File: src/rtl/name_entry_ctrl.sv
// name_entry_ctrl: high-score name entry. Converts one-cycle button pulses into a
// NUM_CHARS-character name plus a cursor position, and pulses done on commit.
// Optional idle-timeout auto-commit is compiled in with `define NAME_ENTRY_TIMEOUT_EN.
module name_entry_ctrl #(
  parameter int          CHAR_W         = 5,
  parameter int          NUM_CHARS      = 3,
  parameter int          ALPHA_SIZE     = 26,
  parameter logic [31:0] TIMEOUT_CYCLES = 32'd1000000
) (
  input  logic                               clk,
  input  logic                               rst,
  input  logic                               start,
  input  logic                               btn_up,
  input  logic                               btn_down,
  input  logic                               btn_left,
  input  logic                               btn_right,
  input  logic                               btn_ok,
  output logic [$clog2(NUM_CHARS+1)-1:0]     input_pos,
  output logic [CHAR_W*NUM_CHARS-1:0]        player_name,
  output logic                               active,
  output logic                               done
);

  localparam int POS_W = $clog2(NUM_CHARS + 1);
  localparam logic [POS_W-1:0]  CONFIRM_POS = POS_W'(NUM_CHARS);
  localparam logic [CHAR_W-1:0] LAST_CODE   = CHAR_W'(ALPHA_SIZE - 1);

  typedef enum logic [1:0] {
    S_IDLE,
    S_EDIT,
    S_COMMIT
  } state_t;

  state_t state_q, state_d;
  logic [POS_W-1:0]                  pos_d;
  // Slot i holds the character shown at cursor position NUM_CHARS-1-i, so ch0 lands in the MSBs.
  logic [NUM_CHARS-1:0][CHAR_W-1:0]  name_q, name_d;
  logic                              active_d, done_d;

`ifdef NAME_ENTRY_TIMEOUT_EN
  logic [31:0] cnt_q, cnt_d;
  logic        any_btn;
  assign any_btn = btn_up | btn_down | btn_left | btn_right | btn_ok;
`else
  logic unused_timeout;
  assign unused_timeout = ^TIMEOUT_CYCLES;
`endif

  assign player_name = name_q;

  // Next-state, cursor and character update; one action per cycle in priority order.
  always_comb begin
    state_d = state_q;
    pos_d   = input_pos;
    name_d  = name_q;
`ifdef NAME_ENTRY_TIMEOUT_EN
    cnt_d   = '0;
`endif
    unique case (state_q)
      S_IDLE: begin
        if (start) begin
          state_d = S_EDIT;
          pos_d   = '0;
          name_d  = '0;
        end
      end
      S_EDIT: begin
        if (btn_ok) begin
          if (input_pos == CONFIRM_POS) state_d = S_COMMIT;
          else                          pos_d   = input_pos + 1'b1;
        end else if (btn_left ^ btn_right) begin
          if (btn_right) pos_d = (input_pos == CONFIRM_POS) ? '0 : input_pos + 1'b1;
          else           pos_d = (input_pos == '0) ? CONFIRM_POS : input_pos - 1'b1;
        end else if ((input_pos != CONFIRM_POS) && (btn_up ^ btn_down)) begin
          for (int unsigned i = 0; i < NUM_CHARS; i++) begin
            if (input_pos == POS_W'(NUM_CHARS - 1 - i)) begin
              if (btn_up) name_d[i] = (name_q[i] == LAST_CODE) ? '0 : name_q[i] + 1'b1;
              else        name_d[i] = (name_q[i] == '0) ? LAST_CODE : name_q[i] - 1'b1;
            end
          end
        end
`ifdef NAME_ENTRY_TIMEOUT_EN
        // Buttons restart the idle count; the timeout never overrides a button action.
        if (any_btn)                                 cnt_d   = '0;
        else if (cnt_q == TIMEOUT_CYCLES - 32'd1)    state_d = S_COMMIT;
        else                                         cnt_d   = cnt_q + 32'd1;
`endif
      end
      S_COMMIT: state_d = S_IDLE;
      default:  state_d = S_IDLE;
    endcase
    active_d = (state_d == S_EDIT);
    done_d   = (state_d == S_COMMIT);
  end

  // State and output registers with synchronous reset.
  always_ff @(posedge clk) begin
    if (rst) begin
      state_q   <= S_IDLE;
      input_pos <= '0;
      name_q    <= '0;
      active    <= 1'b0;
      done      <= 1'b0;
`ifdef NAME_ENTRY_TIMEOUT_EN
      cnt_q     <= '0;
`endif
    end else begin
      state_q   <= state_d;
      input_pos <= pos_d;
      name_q    <= name_d;
      active    <= active_d;
      done      <= done_d;
`ifdef NAME_ENTRY_TIMEOUT_EN
      cnt_q     <= cnt_d;
`endif
    end
  end

endmodule

File: config.mk
export PLATFORM = sky130hd
export DESIGN_NAME = name_entry_ctrl
export DESIGN_NICKNAME = d
export VERILOG_FILES = /design/src/rtl/name_entry_ctrl.sv
export SDC_FILE = /design/constraint.sdc
export NUM_CORES = 1
export LEC_CHECK = 0
export BUFFER_PORTS_ARGS = -buffer_cell sky130_fd_sc_hd__buf_2
export CAP_MARGIN = 20
export CORE_MARGIN = 2
export CORE_UTILIZATION = 30
export DETAILED_ROUTE_END_ITERATION = 16
export GPL_TIMING_DRIVEN = 0
export SLEW_MARGIN = 20
export SYNTH_ARGS = -nofsm -noshare
export SYNTH_HDL_FRONTEND = slang
export SYNTH_SLANG_ARGS = --single-unit
File: constraint.sdc
create_clock -name clk -period 1.9 [get_ports clk]
set_clock_uncertainty 0.2 [all_clocks]
set_input_delay 0.19 -clock clk [delete_from_list [all_inputs] [get_ports clk]]
set_output_delay 0.19 -clock clk [all_outputs]
set_load 0.01 [all_outputs]
[Word-level counts from Yosys, hierarchy flattened]
Cells that the tools add are included.
Operators by class
  mux-type cells: 29
  reduce and logical (&&, ||, !) cells: 11
  bitwise gates (word level): 2
  add/subtract/negate cells: 8
  equal/unequal tests: 19
Operator list (count)
  $mux 15: 4
  $mux 5: 12
  $pmux 15 s2: 1
  $mux 2: 10
  $reduce_and 6->1: 3
  $ne 2x2->1 const B: 8
  $add 5x1->5 const B: 3
  $eq 5x5->1 const B: 3
  $logic_not 5->1: 3
  $sub 5x1->5 const B: 3
  $pmux 2 s2: 2
  $eq 2x1->1 const B: 3
  $eq 2x2->1 const B: 3
  $ne 3x3->1 const B: 2
  $logic_not 2->1: 2
  $reduce_and 4->1: 1
  $add 2x1->2 const B: 1
  $reduce_bool 2->1: 1
  $sub 2x1->2 const B: 1
  $xor 1x1->1: 2
  $logic_and 1x1->1: 1
Storage, ports and cells
  bits in registers: 21
  output and inout bits: 19

[Longest topological paths before layout]
  depth after elaboration: 8
  gate-level depth with buffers: 7
  gate-level depth less buffers: 6

[Worst setup path before layout]
Ideal clock, no wire load.
  path type: flip-flop to flip-flop
  from: reg input_pos[0]
  to: reg name_q (netlist bit player_name[9])
  data arrival time: 1.668 ns
  stages on the path, launching flop included: 6
  period minus slack after synthesis: 1.988 ns
  setup slack: -0.088 ns
  cells stage by stage: dfxtp_1 > ha_1 > nor4b_1 > nand4_1 > and2_1 > o31a_1
Between the ends
  cells in the longest elaborated chain, start to end: 4
RTL lines
  start, declared: line 18  | output logic [$clog2(NUM_CHARS+1)-1:0] input_pos,
  start signal, assigned: line 109  | input_pos <= pos_d;
  $ne 2x2->1: line 74  | end else if ((input_pos != CONFIRM_POS) && (btn_up ^ btn_down)) begin
  $logic_and 1x1->1: line 74
  $ne 2x2->1 (no source line)
  $reduce_and 6->1 (no source line) *
  end signal, assigned: line 110  | name_q <= name_d;
  end, declared: line 37  | logic [NUM_CHARS-1:0][CHAR_W-1:0] name_q, name_d;
Mark *: on every way between the ends. The rest lies on a longest branch, timed or not.
A chain may end at the register's enable or synchronous reset.

[Worst setup path in the final report]
  from: reg state_q[0]
  to: reg name_q (netlist bit player_name[3])
Between the ends
  cells in the longest elaborated chain, start to end: 3
RTL lines
  start, declared: line 34  | state_t state_q, state_d;
  start signal, assigned: line 108  | state_q <= state_d;
  $eq 2x1->1 or $logic_not 2->1 (tied branches): line 59  | unique case (state_q)
  $ne 2x2->1 (no source line) or $reduce_bool 2->1 (tied branches)
  $reduce_and 6->1 (no source line)
Several ways; a longest one is shown, not always the timed one.

==> flow_results.xml <==
<?xml version="1.0" encoding="UTF-8"?>
<metrics>
  <group name="status">
    <metric name="outcome" unit="">finished clean</metric>
  </group>
  <group name="timing">
    <metric name="slew_violations" unit="">0</metric>
    <metric name="unrepaired_setup_endpoints_after_global_routing" unit="">true</metric>
    <metric name="hold_viol_final" unit="">0</metric>
    <metric name="whs" unit="ns">0.0376</metric>
    <metric name="min_period_over_period" unit="%">98.7</metric>
    <metric name="timing.fmax" unit="GHz">0.533</metric>
    <metric name="final-setup-viol-count" unit="">0</metric>
    <metric name="worst_pin_slew" unit="ns">0.529</metric>
    <metric name="slew_headroom" unit="%">64.7</metric>
    <metric name="min_period" unit="ns">1.88</metric>
  </group>
  <group name="placement">
    <metric name="hpwlAfterDp" unit="um">3180</metric>
    <metric name="place.detailed.instances" unit="">303</metric>
    <metric name="io_buffers" unit="">25</metric>
    <metric name="place.gp.congestion" unit="">0.828</metric>
  </group>
  <group name="routing">
    <metric name="routedWlPerCell" unit="um">14.4</metric>
    <metric name="drt-pass1-iter-count" unit="">4</metric>
    <metric name="drc_errors" unit="">0</metric>
    <metric name="drtIter0Drc" unit="">130</metric>
    <metric name="routed_wl" unit="um">4540</metric>
    <metric name="routed_via_density" unit="">5.43</metric>
    <metric name="detailed_route_via_count" unit="">1711</metric>
    <metric name="count_of_antenna_violating_nets_left_after_detailed_routing" unit="">0</metric>
  </group>
  <group name="final_layout">
    <metric name="antenna-diode-count" unit="">0</metric>
    <metric name="drive_above_1_share" unit="%">30.5</metric>
    <metric name="multiInputGateArea" unit="um2">1280</metric>
    <metric name="count_of_fill_cells_added_during_filler_insertion" unit="">556</metric>
    <metric name="design.final.nets" unit="">266</metric>
    <metric name="final_cell_count_no_fill" unit="">315</metric>
    <metric name="syn_to_final_growth" unit="%">28.8</metric>
    <metric name="layout.area.seq" unit="um2">450</metric>
  </group>
  <group name="logic_synthesis">
    <metric name="postSynth.topFlopCell" unit="">dfxtp_1</metric>
    <metric name="syn-instance-count" unit="">206</metric>
    <metric name="synth-seq-area-share" unit="%">24.8</metric>
    <metric name="synth_enable_flop_cells" unit="">0</metric>
    <metric name="postSynth.asyncResetShare" unit="%">0</metric>
    <metric name="synth-seq-cells" unit="">21</metric>
    <metric name="synth.avg_cell_area" unit="um2">8.22</metric>
    <metric name="synthesis.yosys.warnings" unit="">0</metric>
    <metric name="syn-cell-area" unit="um2">1690</metric>
    <metric name="synth_nets" unit="">228</metric>
    <metric name="number_of_unique_standard_cell_types_used_by_synthesis" unit="">57</metric>
  </group>
  <group name="floorplan">
    <metric name="rows" unit="">27</metric>
    <metric name="die_width" unit="um">79.1</metric>
    <metric name="io_pins" unit="">27</metric>
    <metric name="fp.dieArea" unit="um2">6260</metric>
    <metric name="dieHeight" unit="um">79.1</metric>
    <metric name="fp.coreArea" unit="um2">5470</metric>
    <metric name="initial_core_util" unit="%">30.9</metric>
  </group>
  <group name="cts">
    <metric name="root_buffer" unit="">clkbuf_8</metric>
    <metric name="clock_tree_from_tritoncts" unit="">done</metric>
    <metric name="number_of_buffers_created_by_cts" unit="">3</metric>
    <metric name="clock_sink_count" unit="">21</metric>
    <metric name="clock_path_buffers" unit="">2</metric>
    <metric name="clkLatencyLatePin" unit="ns">0.27</metric>
    <metric name="clock_tree.htree_level_count" unit="">1</metric>
    <metric name="cts.clk_slew.worst_paths" unit="ns">0.08</metric>
  </group>
  <group name="critical_path">
    <metric name="crit_path_max_incr_delay" unit="ns">0.45</metric>
    <metric name="path_buf_inv" unit="">0</metric>
    <metric name="critical-path-slowest-cell" unit="">or3b_4</metric>
    <metric name="setup.worst_path.end_class" unit="">flop</metric>
    <metric name="cp_data_required_time" unit="ns">1.92</metric>
    <metric name="worst_setup_path_start_kind" unit="">flop</metric>
    <metric name="worstPathMaxFanout" unit="">7</metric>
    <metric name="critPathTopFamily" unit="">simple AND/OR/NAND/NOR gates</metric>
    <metric name="critical_path.cell_chain" unit="">or3b_4 &gt; nor4_4 &gt; a21boi_2 &gt; a32o_2</metric>
    <metric name="worstPathArrival" unit="ns">1.89</metric>
    <metric name="timing_worst_setup_path_type" unit="">reg2reg</metric>
  </group>
  <group name="global_route">
    <metric name="antenna_violations_before_repair" unit="">0</metric>
    <metric name="grt_overflow" unit="">0</metric>
    <metric name="global_route.usage.total" unit="%">14.6</metric>
    <metric name="via_count_of_the_first_global_routing_pass" unit="">1593</metric>
    <metric name="global_route_wire_length_before_repair" unit="um">7490</metric>
    <metric name="maximum_number_of_pins_on_one_net_before_global_route_repair" unit="">13</metric>
  </group>
  <group name="flow_run">
    <metric name="maxCapViolCount" unit="">0</metric>
  </group>
  <group name="pwr">
    <metric name="powerDensity" unit="nW/um2">423</metric>
    <metric name="worst_ir_drop_vdd" unit="V">0.000204</metric>
    <metric name="total_leakage_power" unit="nW">0.870</metric>
  </group>
  <group name="min_path">
    <metric name="holdCritPathClass" unit="">in2reg</metric>
  </group>
</metrics>
[area by class of cell]
cell class,count,share of cell area [%]
Inverter,17,3.04
Buffer,8,1.55
Tap cell,72,4.13
Sequential cell,21,20.7
Multi-Input combinational cell,157,58.9
Clock buffer,3,1.89
Timing Repair Buffer,36,9.64
Clock inverter,1,0.229
[cell usage in the layout (no fill, tap or decap), types with 3 or more instances in the layout]
cell and count:
nor2_1 14, a31oi_1 3, nor4b_4 4, nand4_1 3, o21ai_0 6, dfxtp_1 11, a21o_1 3, xnor2_1 3
clkbuf_1 5, o22ai_1 3, clkbuf_8 3, o31ai_1 5, buf_2 27, dfxtp_4 7, nand2_1 17, inv_1 15
a21oi_1 7, buf_4 10, a21boi_0 3, ha_1 10, nor3_1 4, a22o_1 5, nand3_1 8, dfxtp_2 3
[report_power, final]
part / leakage (nW) / switching, mW / internal (mW) / total [mW]
clock network: 0.0255 / 0.165 / 0.147 / 0.311
registers: 0.177 / 0.0106 / 0.440 / 0.450
logic: 0.667 / 0.0949 / 0.0652 / 0.160
total: 0.870 / 0.270 / 0.652 / 0.922
[cell families after synthesis]
logic type               synth area share (%)
AO/OA/AOI/OAI                            26.1
XOR/XNOR                                 2.59
adder cells (fa/ha/maj)                  10.3
buffers and inverters                    6.80
flip-flops                               24.8
multiplexers                             2.59
AND/OR/NAND/NOR                          26.8
[registers in the layout (all words and copies together) (netlist names)]
signal	cells
active	1
input_pos	2
done	1
state_q	2
player_name	15
[layer usage]
layer / global-route usage [%] / share of wire, % / vias to the layer above
li1: - / - / 841
met1: 19.3 / 46 / 821
met2: 24.4 / 48 / 42
met3: 2.05 / 3.8 / 7
met4: 5.00 / 1.6 / 0
met5: 0 / 0 / -
[synthesized netlist by cell type (all sizes together) (2+ instances only)]
| master | instances | area share (%) |
|---|---|---|
| a21o | 3 | 1.3 |
| o31ai | 6 | 2.7 |
| nand2 | 17 | 3.8 |
| nor3 | 4 | 1.2 |
| nand2b | 2 | 0.74 |
| clkbuf | 8 | 1.8 |
| o32ai | 2 | 1.0 |
| dfxtp | 21 | 25 |
| or3 | 2 | 0.74 |
| buf | 3 | 1.3 |
| and4b | 2 | 1.2 |
| nor3b | 2 | 0.89 |
| xor2 | 2 | 1.0 |
| or3b | 2 | 1.0 |
| ha | 14 | 10 |
| and2 | 2 | 0.74 |
| a31oi | 3 | 1.1 |
| or2 | 2 | 0.74 |
| nor4b | 6 | 3.1 |
| o2bb2ai | 2 | 1.0 |
| o221ai | 2 | 1.0 |
| o22ai | 3 | 1.1 |
| nand3 | 8 | 2.4 |
| xnor2 | 3 | 1.6 |
| a22o | 5 | 2.6 |
| o211ai | 2 | 0.89 |
| o31a | 2 | 1.0 |
| a21boi | 4 | 1.8 |
| o21ai | 8 | 2.4 |
| a32o | 3 | 1.8 |
| and4 | 2 | 1.0 |
| nor2 | 14 | 3.1 |
| nand4b | 3 | 2.4 |
| nand4 | 3 | 1.1 |
| inv | 17 | 3.8 |
| a21oi | 7 | 2.1 |
[what timing repair did]
action	4_1_cts	5_1_grt
resized for setup	23	20
endpoints found under the hold margin	2	0
pin swaps	5	4
buffers inserted	4	6
endpoints found under the setup margin	15	15
hold buffers	1	0
[per-stage QoR]
stage | area [um2] | utilization (%) | worst slack (ns) | power (mW) | TNS [ns]
floorplan | 1700 | - | 0.0156 | 0.563 | 0
global placement | 1910 | 35.0 | -0.153 | 0.605 | -1.21
detailed placement | 1910 | 35.0 | -0.146 | 0.607 | -1.10
CTS | 2070 | 37.9 | -0.0923 | 0.925 | -0.149
global route | 2180 | 39.8 | -0.0680 | 0.971 | -0.167
finish | 2180 | 39.8 | 0.0243 | 0.922 | 0
[worst paths after layout]
path | start | to | slack (ns) | depth (start not counted)
max reg2reg | state_q[0] | player_name[3] | 0.02 | 4
min reg2reg | player_name[11] | player_name[11] | 0.30 | 1
max | state_q[0] | player_name[3] | 0.02 | 4
min | rst | input_pos[0] | 0.04 | 2
No activity file was read; power rests on OpenSTA's default activity.
